==> config.mk <==
export PLATFORM = sky130hd
export DESIGN_NAME = dmem_arbiter_flat
export DESIGN_NICKNAME = d
export VERILOG_FILES = /design/src/rtl/dmem_arbiter_if.sv /design/src/rtl/dmem_arbiter.sv /design/src/flat_wrapper.sv
export SDC_FILE = /design/constraint.sdc
export NUM_CORES = 1
export LEC_CHECK = 0
export ABC_AREA = 1
export CORE_MARGIN = 10
export CORE_UTILIZATION = 37
export CTS_BUF_LIST = sky130_fd_sc_hd__clkbuf_4 sky130_fd_sc_hd__clkbuf_8
export DETAILED_ROUTE_END_ITERATION = 6
export PLACE_DENSITY = 0.83
export SYNTH_ARGS = -nofsm -noshare
export SYNTH_HDL_FRONTEND = slang
export SYNTH_SLANG_ARGS = --single-unit
==> constraint.sdc <==
create_clock -name clk -period 1.9 [get_ports clk]
set_input_delay 0.475 -clock clk [delete_from_list [all_inputs] [get_ports clk]]
set_output_delay 0.475 -clock clk [all_outputs]
set_load 0.05 [all_outputs]
==> src/rtl/dmem_arbiter_if.sv <==
// dmem_arbiter_if: bundles the cpu, ext and memory-side signals of the data
// memory arbiter. The arbiter connects through the slave modport. The
// environment (core, external master, memory) connects through the master
// modport.
//
// Handshake: a request (cpu_req / ext_req) is a level held by its master.
// A beat is accepted in any cycle where the request is high and that master
// is granted: for cpu, cpu_stall=0; for ext, ext_gnt=1. The master keeps
// address, data and write enable stable until the beat is accepted. Read data
// is returned exactly one cycle after acceptance and is qualified by the
// matching rvalid.
interface dmem_arbiter_if #(
    parameter int ADDR_W = 8,
    parameter int DATA_W = 8
);
    logic              cpu_req;
    logic              cpu_we;
    logic [ADDR_W-1:0] cpu_addr;
    logic [DATA_W-1:0] cpu_wdata;
    logic              cpu_stall;
    logic [DATA_W-1:0] cpu_rdata;
    logic              cpu_rvalid;

    logic              ext_req;
    logic              ext_we;
    logic              ext_lock;
    logic [ADDR_W-1:0] ext_addr;
    logic [DATA_W-1:0] ext_wdata;
    logic              ext_gnt;
    logic [DATA_W-1:0] ext_rdata;
    logic              ext_rvalid;

    logic              mem_en;
    logic              mem_we;
    logic [ADDR_W-1:0] mem_addr;
    logic [DATA_W-1:0] mem_wdata;
    logic [DATA_W-1:0] mem_rdata;

    modport slave (
        input  cpu_req, cpu_we, cpu_addr, cpu_wdata,
        input  ext_req, ext_we, ext_lock, ext_addr, ext_wdata,
        input  mem_rdata,
        output cpu_stall, cpu_rdata, cpu_rvalid,
        output ext_gnt, ext_rdata, ext_rvalid,
        output mem_en, mem_we, mem_addr, mem_wdata
    );

    modport master (
        output cpu_req, cpu_we, cpu_addr, cpu_wdata,
        output ext_req, ext_we, ext_lock, ext_addr, ext_wdata,
        output mem_rdata,
        input  cpu_stall, cpu_rdata, cpu_rvalid,
        input  ext_gnt, ext_rdata, ext_rvalid,
        input  mem_en, mem_we, mem_addr, mem_wdata
    );
endinterface

==> src/rtl/dmem_arbiter.sv <==
// dmem_arbiter: shares a single-port synchronous data memory between the core
// (cpu port) and an external master (ext port). At most one access is issued
// per cycle. The cpu normally wins. A starvation counter forces ext through
// after STARVE_MAX denied cycles. Locked ext bursts are broken by a one-cycle
// cpu yield after LOCK_MAX beats.
// Optional feature: define DMEM_ARB_STATS_EN to add the saturating
// cpu_stall_cnt / ext_wait_cnt statistics outputs.
module dmem_arbiter #(
    parameter int ADDR_W     = 8,
    parameter int DATA_W     = 8,
    parameter int STARVE_MAX = 4,
    parameter int LOCK_MAX   = 16
) (
    input  logic        clk,
    input  logic        reset,
    dmem_arbiter_if.slave bus,
    output logic [1:0]  state_dbg
`ifdef DMEM_ARB_STATS_EN
    ,
    output logic [15:0] cpu_stall_cnt,
    output logic [15:0] ext_wait_cnt
`endif
);

    typedef enum logic [1:0] {
        ST_NORMAL = 2'd0,
        ST_LOCKED = 2'd1,
        ST_YIELD  = 2'd2
    } state_t;

    localparam logic [3:0] STARVE_LIM = 4'(STARVE_MAX);
    localparam logic [7:0] LOCK_LIM   = 8'(LOCK_MAX);

    state_t     state;
    state_t     state_nxt;
    logic [3:0] starve_cnt;
    logic [7:0] lock_cnt;
    logic [7:0] lock_nxt;
    logic       cpu_gnt;
    logic       ext_gnt_w;

    // Grant decision and next-state logic; grants are forced off while reset
    // is held low.
    always_comb begin
        cpu_gnt   = 1'b0;
        ext_gnt_w = 1'b0;
        state_nxt = state;
        lock_nxt  = lock_cnt;
        if (reset) begin
            case (state)
                ST_NORMAL: begin
                    if (bus.ext_req && (!bus.cpu_req || starve_cnt == STARVE_LIM)) begin
                        ext_gnt_w = 1'b1;
                    end else if (bus.cpu_req) begin
                        cpu_gnt = 1'b1;
                    end
                    if (ext_gnt_w && bus.ext_lock) begin
                        state_nxt = ST_LOCKED;
                        lock_nxt  = 8'd1;
                    end
                end
                ST_LOCKED: begin
                    // ext owns the memory outright; cpu waits even if ext is idle.
                    ext_gnt_w = bus.ext_req;
                    if (!bus.ext_req || !bus.ext_lock) begin
                        state_nxt = ST_NORMAL;
                        lock_nxt  = 8'd0;
                    end else begin
                        lock_nxt = (lock_cnt >= LOCK_LIM) ? LOCK_LIM : lock_cnt + 8'd1;
                        if (lock_nxt == LOCK_LIM && bus.cpu_req) begin
                            state_nxt = ST_YIELD;
                        end
                    end
                end
                ST_YIELD: begin
                    cpu_gnt  = bus.cpu_req;
                    lock_nxt = 8'd0;
                    if (bus.ext_req && bus.ext_lock) begin
                        state_nxt = ST_LOCKED;
                    end else begin
                        state_nxt = ST_NORMAL;
                    end
                end
                default: begin
                    state_nxt = ST_NORMAL;
                    lock_nxt  = 8'd0;
                end
            endcase
        end
    end

    // Memory bus mux: the granted master drives the memory, otherwise all zero.
    always_comb begin
        bus.mem_we    = 1'b0;
        bus.mem_addr  = '0;
        bus.mem_wdata = '0;
        if (cpu_gnt) begin
            bus.mem_we    = bus.cpu_we;
            bus.mem_addr  = bus.cpu_addr;
            bus.mem_wdata = bus.cpu_wdata;
        end else if (ext_gnt_w) begin
            bus.mem_we    = bus.ext_we;
            bus.mem_addr  = bus.ext_addr;
            bus.mem_wdata = bus.ext_wdata;
        end
    end

    assign bus.mem_en    = cpu_gnt | ext_gnt_w;
    assign bus.ext_gnt   = ext_gnt_w;
    assign bus.cpu_stall = reset & bus.cpu_req & ~cpu_gnt;
    assign bus.cpu_rdata = bus.mem_rdata;
    assign bus.ext_rdata = bus.mem_rdata;
    assign state_dbg     = state;

    // FSM state and lock beat counter.
    always_ff @(posedge clk or negedge reset) begin
        if (!reset) begin
            state    <= ST_NORMAL;
            lock_cnt <= 8'd0;
        end else begin
            state    <= state_nxt;
            lock_cnt <= lock_nxt;
        end
    end

    // Starvation counter: counts consecutive denied ext cycles, saturating.
    always_ff @(posedge clk or negedge reset) begin
        if (!reset) begin
            starve_cnt <= 4'd0;
        end else if (!bus.ext_req || ext_gnt_w) begin
            starve_cnt <= 4'd0;
        end else if (starve_cnt != STARVE_LIM) begin
            starve_cnt <= starve_cnt + 4'd1;
        end
    end

    // Read-owner tracking: the memory returns data one cycle after a read issue.
    always_ff @(posedge clk or negedge reset) begin
        if (!reset) begin
            bus.cpu_rvalid <= 1'b0;
            bus.ext_rvalid <= 1'b0;
        end else begin
            bus.cpu_rvalid <= cpu_gnt & ~bus.cpu_we;
            bus.ext_rvalid <= ext_gnt_w & ~bus.ext_we;
        end
    end

`ifdef DMEM_ARB_STATS_EN
    // Saturating stall and wait statistics.
    always_ff @(posedge clk or negedge reset) begin
        if (!reset) begin
            cpu_stall_cnt <= 16'd0;
            ext_wait_cnt  <= 16'd0;
        end else begin
            if (bus.cpu_stall && cpu_stall_cnt != 16'hFFFF) begin
                cpu_stall_cnt <= cpu_stall_cnt + 16'd1;
            end
            if (bus.ext_req && !ext_gnt_w && ext_wait_cnt != 16'hFFFF) begin
                ext_wait_cnt <= ext_wait_cnt + 16'd1;
            end
        end
    end
`endif

endmodule

==> src/flat_wrapper.sv <==
// flat-port wrapper written by rule: the top's interface ports become plain ports
module dmem_arbiter_flat 
#(
    parameter int ADDR_W     = 8,
    parameter int DATA_W     = 8,
    parameter int STARVE_MAX = 4,
    parameter int LOCK_MAX   = 16
)
  (clk, reset, state_dbg, bus_cpu_req, bus_cpu_we, bus_cpu_addr, bus_cpu_wdata, bus_ext_req, bus_ext_we, bus_ext_lock, bus_ext_addr, bus_ext_wdata, bus_mem_rdata, bus_cpu_stall, bus_cpu_rdata, bus_cpu_rvalid, bus_ext_gnt, bus_ext_rdata, bus_ext_rvalid, bus_mem_en, bus_mem_we, bus_mem_addr, bus_mem_wdata);
  dmem_arbiter_if #(.ADDR_W(ADDR_W), .DATA_W(DATA_W)) bus_i ();
  input  logic clk;
  input  logic reset;
  output logic [1:0] state_dbg;
  input wire logic [$bits(bus_i.cpu_req)-1:0] bus_cpu_req;
  input wire logic [$bits(bus_i.cpu_we)-1:0] bus_cpu_we;
  input wire logic [$bits(bus_i.cpu_addr)-1:0] bus_cpu_addr;
  input wire logic [$bits(bus_i.cpu_wdata)-1:0] bus_cpu_wdata;
  input wire logic [$bits(bus_i.ext_req)-1:0] bus_ext_req;
  input wire logic [$bits(bus_i.ext_we)-1:0] bus_ext_we;
  input wire logic [$bits(bus_i.ext_lock)-1:0] bus_ext_lock;
  input wire logic [$bits(bus_i.ext_addr)-1:0] bus_ext_addr;
  input wire logic [$bits(bus_i.ext_wdata)-1:0] bus_ext_wdata;
  input wire logic [$bits(bus_i.mem_rdata)-1:0] bus_mem_rdata;
  output wire logic [$bits(bus_i.cpu_stall)-1:0] bus_cpu_stall;
  output wire logic [$bits(bus_i.cpu_rdata)-1:0] bus_cpu_rdata;
  output wire logic [$bits(bus_i.cpu_rvalid)-1:0] bus_cpu_rvalid;
  output wire logic [$bits(bus_i.ext_gnt)-1:0] bus_ext_gnt;
  output wire logic [$bits(bus_i.ext_rdata)-1:0] bus_ext_rdata;
  output wire logic [$bits(bus_i.ext_rvalid)-1:0] bus_ext_rvalid;
  output wire logic [$bits(bus_i.mem_en)-1:0] bus_mem_en;
  output wire logic [$bits(bus_i.mem_we)-1:0] bus_mem_we;
  output wire logic [$bits(bus_i.mem_addr)-1:0] bus_mem_addr;
  output wire logic [$bits(bus_i.mem_wdata)-1:0] bus_mem_wdata;
  assign bus_i.cpu_req = bus_cpu_req;
  assign bus_i.cpu_we = bus_cpu_we;
  assign bus_i.cpu_addr = bus_cpu_addr;
  assign bus_i.cpu_wdata = bus_cpu_wdata;
  assign bus_i.ext_req = bus_ext_req;
  assign bus_i.ext_we = bus_ext_we;
  assign bus_i.ext_lock = bus_ext_lock;
  assign bus_i.ext_addr = bus_ext_addr;
  assign bus_i.ext_wdata = bus_ext_wdata;
  assign bus_i.mem_rdata = bus_mem_rdata;
  assign bus_cpu_stall = bus_i.cpu_stall;
  assign bus_cpu_rdata = bus_i.cpu_rdata;
  assign bus_cpu_rvalid = bus_i.cpu_rvalid;
  assign bus_ext_gnt = bus_i.ext_gnt;
  assign bus_ext_rdata = bus_i.ext_rdata;
  assign bus_ext_rvalid = bus_i.ext_rvalid;
  assign bus_mem_en = bus_i.mem_en;
  assign bus_mem_we = bus_i.mem_we;
  assign bus_mem_addr = bus_i.mem_addr;
  assign bus_mem_wdata = bus_i.mem_wdata;
  dmem_arbiter #(.ADDR_W(ADDR_W), .DATA_W(DATA_W), .STARVE_MAX(STARVE_MAX), .LOCK_MAX(LOCK_MAX)) u_core (.clk(clk), .reset(reset), .bus(bus_i), .state_dbg(state_dbg));
endmodule
==> impl_metrics.yaml, run 1 <==
status:
  run_status: "complete, but fails checks"
  violated_checks: "negative setup slack"
synthesis:
  seq_area_frac_synth: 0.313
  ys_async_sr_fraction: 1.00
  yosys_warnings: 0
  syn-instance-count: 185
  yosysUniqueCellTypes: 28
  postSynthRegisterBits: 16
  synth_commonest_cells: "sky130_fd_sc_hd__nand2_1 (70), sky130_fd_sc_hd__inv_1 (18), sky130_fd_sc_hd__buf_4 (16), sky130_fd_sc_hd__dfrtp_1 (16), sky130_fd_sc_hd__nand3_1 (15)"
  synth_largest_area_cell: "sky130_fd_sc_hd__dfrtp_1"
  postSynthNetCount: 236
  synth_top_cell_area_share: 0.313
  synth.top_cells.by_area: "sky130_fd_sc_hd__dfrtp_1 (31%), sky130_fd_sc_hd__nand2_1 (21%), sky130_fd_sc_hd__buf_4 (9.4%), sky130_fd_sc_hd__nand3_1 (5.9%), sky130_fd_sc_hd__inv_1 (5.3%)"
  netlist_area_um2: 1280
  synth_flop_type: "sky130_fd_sc_hd__dfrtp_1"
  yosys.cell_count.top_type: "sky130_fd_sc_hd__nand2_1"
  number_of_enable_flip_flop_cells_after_synthesis: 0
  post_synth.cell_area_avg_um2: 6.93
critical_path:
  cp_data_required_time_ps: 1420
  timing.critical_path.to_type: "primary output"
  startpoint_type: "flop"
  most_common_cell_type_on_the_critical_path: "sky130_fd_sc_hd__nand2_4"
  critical_path_class: "reg -> out"
  reg2reg_from: "u_core.lock_cnt[0]"
  worstSetupStartpoint: "u_core.starve_cnt[1]"
  critical_path.endpoint: "bus_mem_addr[0]"
  r2r_slack_ps: 210
  worst_path_max_delay_cell: "sky130_fd_sc_hd__dfrtp_1"
  biggest_fanout_along_the_worst_timing_path: 7
  crit_path_max_cell_delay_ps: 410
  r2r_cells: 8
  timing.rr.end: "u_core.state_dbg[0]"
  cp_data_arrival_time_ps: 1800
  critical_path.cell_chain: "inv_2 > ha_4 > nand3_4 > buf_6 > nand3_4 > nand2_4 > inv_6 > buf_12 > nand2_4 > nand2_4 > buf_12"
pwr:
  pwr_cell_area_nw_per_um2: 807
  overall_power_after_layout_mw: 2.08
  leakagePower_nw: 1.23
  vdd_drop_max_mv: 0.665
min_path:
  worstHoldPathType: "in -> async"
clock_tree:
  cts.clk_slew.worst_paths_ps: 110
  cts-buffers-inserted: 3
  clockRootBuffer: "sky130_fd_sc_hd__clkbuf_4"
  tritoncts_num_sinks: 16
  clk_latency_ps: 320
  holdBufCountCts: 0
  clock_path_buffers: 2
  htree_levels: 1
  cts_tree: "built"
layout:
  fraction_of_final_layout_cells_with_drive_strength_greater_than_1: 0.460
  area_delta_synth_final_pct: 101
  post_layout_nonfiller_instances: 311
  final_cell_area_um2: 2570
  layout.core_utilization: 0.772
  insertedDiodeCount: 0
  finish.net_count: 317
timing:
  setup_slack_ps: -379
  final.period_utilization: 1.20
  fin_setup_tns_ps: -7210
  final-hold-violation-count: 0
  fin_crit_ps: 2280
  relSlewSlack: 0.804
  fin_worst_skew_ps: 3.34
  timing.hold.ws_ps: 263
  setup-violations-final: 20
  unrepaired_setup_endpoints_after_global_routing: "yes"
  max_freq_ghz: 0.439
  max_slew.worst_pin.slew_ps: 291
  timing_max_transition_violations_final: 0
place:
  dp.final_hpwl_um: 3410
  post_dp_cell_area_um2: 2230
  numPlacedInstances: 294
  dp_worst_setup_slack_ps: -488
  place_congestion: 0.892
  io_buffers: 62
die:
  floorplan.die_area_um2: 6220
  dieHeight_um: 78.8
  core_area_um2: 3340
  initial_core_util: 0.384
  placementRows: 21
  die_w_um: 78.8
  ios: 87
global_routing:
  first_global_vias: 1658
  first_pass_grt_wire_length_um: 8290
  grtUsageTotal: 0.167
  grt_start_max_net_pins: 20
  grt_remaining_overflow: 0
  antenna_found_initial: 0
detailed_routing:
  wl_per_cell_um: 19.3
  route.detailed.drc: 0
  drtAntennaViolNets: 0
  drtPass1Iterations: 5
  detail_route.vias_per_cell: 5.20
  totalWireLength_um: 5990
  dr_total_vias: 1617
  drt_iter0_markers: 109
job:
  maxCapViolCount: 0
where the power goes:
group	total [mW]	internal [mW]	switching, mW
logic	1.36	0.604	0.757
registers	0.460	0.394	0.0659
clock network	0.258	0.118	0.141
total	2.08	1.12	0.963
per-layer routing:
layer  GRT usage  vias up  part of all wire
met5           0        -                 0
met4      0.0789        0             0.038
met3      0.0507       20             0.092
met2       0.308      105              0.53
met1       0.167      767              0.34
li1            -      725                 -
worst min path at each step:
stage / startpoint / to / slack [ps] / cells after the start
floorplan: reset / u_core.bus.cpu_rvalid / 180 / 0
global placement: u_core.lock_cnt[4] / u_core.lock_cnt[4] / 470 / 2
detailed placement: u_core.lock_cnt[4] / u_core.lock_cnt[4] / 470 / 2
CTS: reset / u_core.lock_cnt[2] / 290 / 2
global route: reset / u_core.bus.cpu_rvalid / 280 / 2
finish: reset / u_core.bus.ext_rvalid / 260 / 2
registers in the layout (all words and copies together) (netlist names):
name,flops
u_core.lock_cnt,8
u_core.starve_cnt,4
u_core.state_dbg,2
u_core.bus.cpu_rvalid,1
u_core.bus.ext_rvalid,1
layout make-up:
type	instances	area, µm²
clock buffer	4	36.3
fill	193	762
inverter	20	87.6
multi-input combinational	130	907
sequential	16	403
tap	46	57.6
timing repair buffer	93	1070
timing repair inverter	2	17.5
cell families after synthesis:
group                    count (synthesis)  synth area share
AO/OA/AOI/OAI                           13            0.0615
buffers and inverters                   39             0.184
XOR/XNOR                                 2            0.0137
AND/OR/NAND/NOR                        111             0.390
adder cells (fa/ha/maj)                  4            0.0391
flip-flops                              16             0.312
worst max-delay path: cells and delay by family, from the launching register on:
family / cells / cell delay, ps
flip-flops: 1 / 410
adder cells (fa/ha/maj): 1 / 150
buffers and inverters: 5 / 580
AND/OR/NAND/NOR: 5 / 340
placed cells by master, fill, tap and decap left out, types with 3 or more instances in the layout:
cell / n
sky130_fd_sc_hd__clkdlybuf4s50_1: 35
sky130_fd_sc_hd__nand2_1: 33
sky130_fd_sc_hd__buf_4: 29
sky130_fd_sc_hd__nand2_2: 21
sky130_fd_sc_hd__nand2_4: 20
sky130_fd_sc_hd__buf_12: 20
sky130_fd_sc_hd__nand3_1: 14
sky130_fd_sc_hd__dfrtp_1: 14
sky130_fd_sc_hd__inv_1: 13
sky130_fd_sc_hd__nor2_1: 10
sky130_fd_sc_hd__inv_2: 5
sky130_fd_sc_hd__buf_6: 5
sky130_fd_sc_hd__nand4_1: 4
sky130_fd_sc_hd__nand3_4: 3
sky130_fd_sc_hd__nor2_2: 3
sky130_fd_sc_hd__a21oi_1: 3
sky130_fd_sc_hd__o21ai_0: 3
sky130_fd_sc_hd__ha_1: 3
sky130_fd_sc_hd__clkbuf_4: 3
sky130_fd_sc_hd__dlygate4sd2_1: 3
what timing repair did:
action                     4_1_cts  5_1_grt
setup endpoints to repair       20       20
buffers inserted                 7        3
gates resized for setup         46       21
gates cloned                     3        0
hold endpoints to repair         0        0
pin swaps                       14        5
(Power assumes the default switching activity.)
==> run 2: changes to the inputs <==
--- a/config.mk
+++ b/config.mk
@@ -6,11 +6,13 @@
 export NUM_CORES = 1
 export LEC_CHECK = 0
 export ABC_AREA = 1
+export CELL_PAD_IN_SITES_DETAIL_PLACEMENT = 1
+export CELL_PAD_IN_SITES_GLOBAL_PLACEMENT = 1
 export CORE_MARGIN = 10
-export CORE_UTILIZATION = 37
+export CORE_UTILIZATION = 24
 export CTS_BUF_LIST = sky130_fd_sc_hd__clkbuf_4 sky130_fd_sc_hd__clkbuf_8
 export DETAILED_ROUTE_END_ITERATION = 6
-export PLACE_DENSITY = 0.83
+export PLACE_DENSITY_LB_ADDON = 0.1
 export SYNTH_ARGS = -nofsm -noshare
 export SYNTH_HDL_FRONTEND = slang
 export SYNTH_SLANG_ARGS = --single-unit
==> constraint.sdc (replaced) <==
create_clock -name clk -period 1.9 [get_ports clk]
set_input_delay 0.475 -clock clk [delete_from_list [all_inputs] [get_ports clk]]
set_output_delay 0.475 -clock clk [all_outputs]
set_load 0.005 [all_outputs]
==> impl_metrics.yaml, run 2 (synthesis gave the netlist of run 1 again) <==
status:
  run_status: "complete, but fails checks"
  violated_checks: "negative setup slack"
critical_path:
  critical_path.n_buffers_inverters: 4
  cpLargestDelayFamily: "simple AND/OR/NAND/NOR gates"
  startpoint_type: "flop"
  worst_path_max_delay_cell: "sky130_fd_sc_hd__dfrtp_1"
  r2r_cells: 10
  cp_data_required_time_ps: 1420
  reg2reg_from: "u_core.starve_cnt[1]"
  critical_path_class: "reg -> out"
  critical_path.cell_chain: "inv_2 > ha_4 > nand3_4 > nand2_4 > nand3_4 > nand2_8 > inv_8 > buf_6 > nor3_4 > buf_2"
  crit_path_max_cell_delay_ps: 400
  worstSetupStartpoint: "u_core.starve_cnt[1]"
  cp_data_arrival_time_ps: 1700
  most_common_cell_type_on_the_critical_path: "sky130_fd_sc_hd__nand3_4"
  timing.critical_path.to_type: "primary output"
  worstSetupPathDepth: 10
  biggest_fanout_along_the_worst_timing_path: 8
die:
  initial_core_util: 0.249
  floorplan.die_area_um2: 8660
  ios: 87
  core_area_um2: 5140
  dieHeight_um: 93.1
  die_w_um: 93.1
  placementRows: 26
place:
  place_congestion: 0.800
  numPlacedInstances: 321
  dp.final_hpwl_um: 3950
  io_buffers: 62
detailed_routing:
  drt_iter0_markers: 53
  dr_total_vias: 1479
  drtAntennaViolNets: 0
  detail_route.vias_per_cell: 4.31
  totalWireLength_um: 5390
  wl_per_cell_um: 15.7
  drtPass1Iterations: 4
  route.detailed.drc: 0
layout:
  finish.net_count: 325
  insertedDiodeCount: 0
  layout.core_utilization: 0.453
  multi_input_area_um2: 777
  area_delta_synth_final_pct: 81.5
  post_layout_nonfiller_instances: 343
  fillCellCount: 671
  final_common_cell: "sky130_fd_sc_hd__nand2_1"
  largest_reg_flops: 8
  top_register: "u_core.lock_cnt"
  ff_latch_area_um2: 400
  mostFrequentLayoutCells: "sky130_fd_sc_hd__nand2_1 (53), sky130_fd_sc_hd__clkdlybuf4s50_1 (39), sky130_fd_sc_hd__buf_4 (32)"
  fraction_of_final_layout_cells_with_drive_strength_greater_than_1: 0.374
pwr:
  clockPowerShare: 0.192
  switching_share: 0.371
  pwr_cell_area_nw_per_um2: 714
  internal_power_mw: 1.04
  vdd_drop_max_mv: 0.439
  leakagePower_nw: 1.21
  sequentialPowerShare: 0.275
  power.switching_mw: 0.616
  combPwrFrac: 0.532
clock_tree:
  clock_path_buffers: 2
  clockRootBuffer: "sky130_fd_sc_hd__clkbuf_8"
  clk_latency_ps: 250
  holdBufCountCts: 0
  cts-buffers-inserted: 3
  cts_tree: "built"
  cts.clk_slew.worst_paths_ps: 70
  htree_levels: 1
  tritoncts_num_sinks: 16
timing:
  fin_crit_ps: 2170
  max_freq_ghz: 0.461
  final.period_utilization: 1.14
  timing.hold.ws_ps: 360
  unrepaired_setup_endpoints_after_global_routing: "yes"
  fin_worst_skew_ps: 3.28
  max_slew.worst_pin.slew_ps: 290
  final-hold-violation-count: 0
  setup_slack_ps: -270
  setup-violations-final: 20
  relSlewSlack: 0.807
  timing_max_transition_violations_final: 0
global_routing:
  antenna_found_initial: 0
  first_global_vias: 1521
  grtUsageTotal: 0.120
  grt_start_max_net_pins: 20
  grt_remaining_overflow: 0
  first_pass_grt_wire_length_um: 8310
job:
  maxCapViolCount: 0
min_path:
  worstHoldPathType: "in -> async"
run 2: cell types whose count changed in the layout (fill, tap and decap cells not counted), sizes merged:
cell | previous run | this run
buf | 55 | 59
clkdlybuf4s50 | 35 | 39
run 2: path summary, 6_finish.rpt:
check | slack, ps | endpoint
worst max-delay path | -270 | bus_cpu_stall
min in group clk | 490 | u_core.lock_cnt[5]
worst min register to register | 490 | u_core.lock_cnt[5]
worst max register to register | 250 | u_core.lock_cnt[3]
max in group asynchronous | 1330 | u_core.bus.cpu_rvalid
worst min-delay path | 360 | u_core.lock_cnt[1]
run 2: per-stage QoR:
stage | TNS, ps | power [mW] | setup slack, ps | instance area [µm²]
after floorplan | 0 | 0.815 | 94.5 | 1280
after detailed placement | -16100 | 1.20 | -784 | 2020
after global placement | -16030 | 1.20 | -782 | 2020
after CTS | -4790 | 1.60 | -331 | 2200
final | -4170 | 1.66 | -270 | 2330
after global routing | -6210 | 1.78 | -372 | 2330
run 2: routing by layer:
| layer | vias up | global-route usage | share of wire |
|---|---|---|---|
| li1 | 742 | - | - |
| met5 | - | 0 | 0 |
| met1 | 683 | 0.156 | 0.47 |
| met3 | 5 | 0.0344 | 0.062 |
| met2 | 49 | 0.195 | 0.46 |
| met4 | 0 | 0.0193 | 0.0028 |
run 2: cell type report:
| cell class | instances | area share |
|---|---|---|
| clock buffer | 4 | 0.0237 |
| timing repair inverter | 2 | 0.00968 |
| multi-input combinational | 130 | 0.334 |
| timing repair buffer | 101 | 0.387 |
| tap | 70 | 0.0377 |
| sequential | 16 | 0.172 |
| inverter | 20 | 0.0355 |
run 2: what timing repair did:
item / CTS / global route
resized for setup: 119 / 19
endpoints found under the hold margin: 0 / 0
setup endpoints to repair: 20 / 20
gates cloned: 3 / 0
buffers inserted: 10 / 5
pin swaps: 7 / 7
run 2: power by group through the flow:
stage	Clock, mW	Combinational, mW	Sequential (mW)
after floorplan	0	0.370	0.446
after detailed placement	0	0.747	0.457
after global routing	0.343	0.973	0.468
after CTS	0.324	0.827	0.453
after global placement	0	0.747	0.457
final	0.319	0.884	0.457
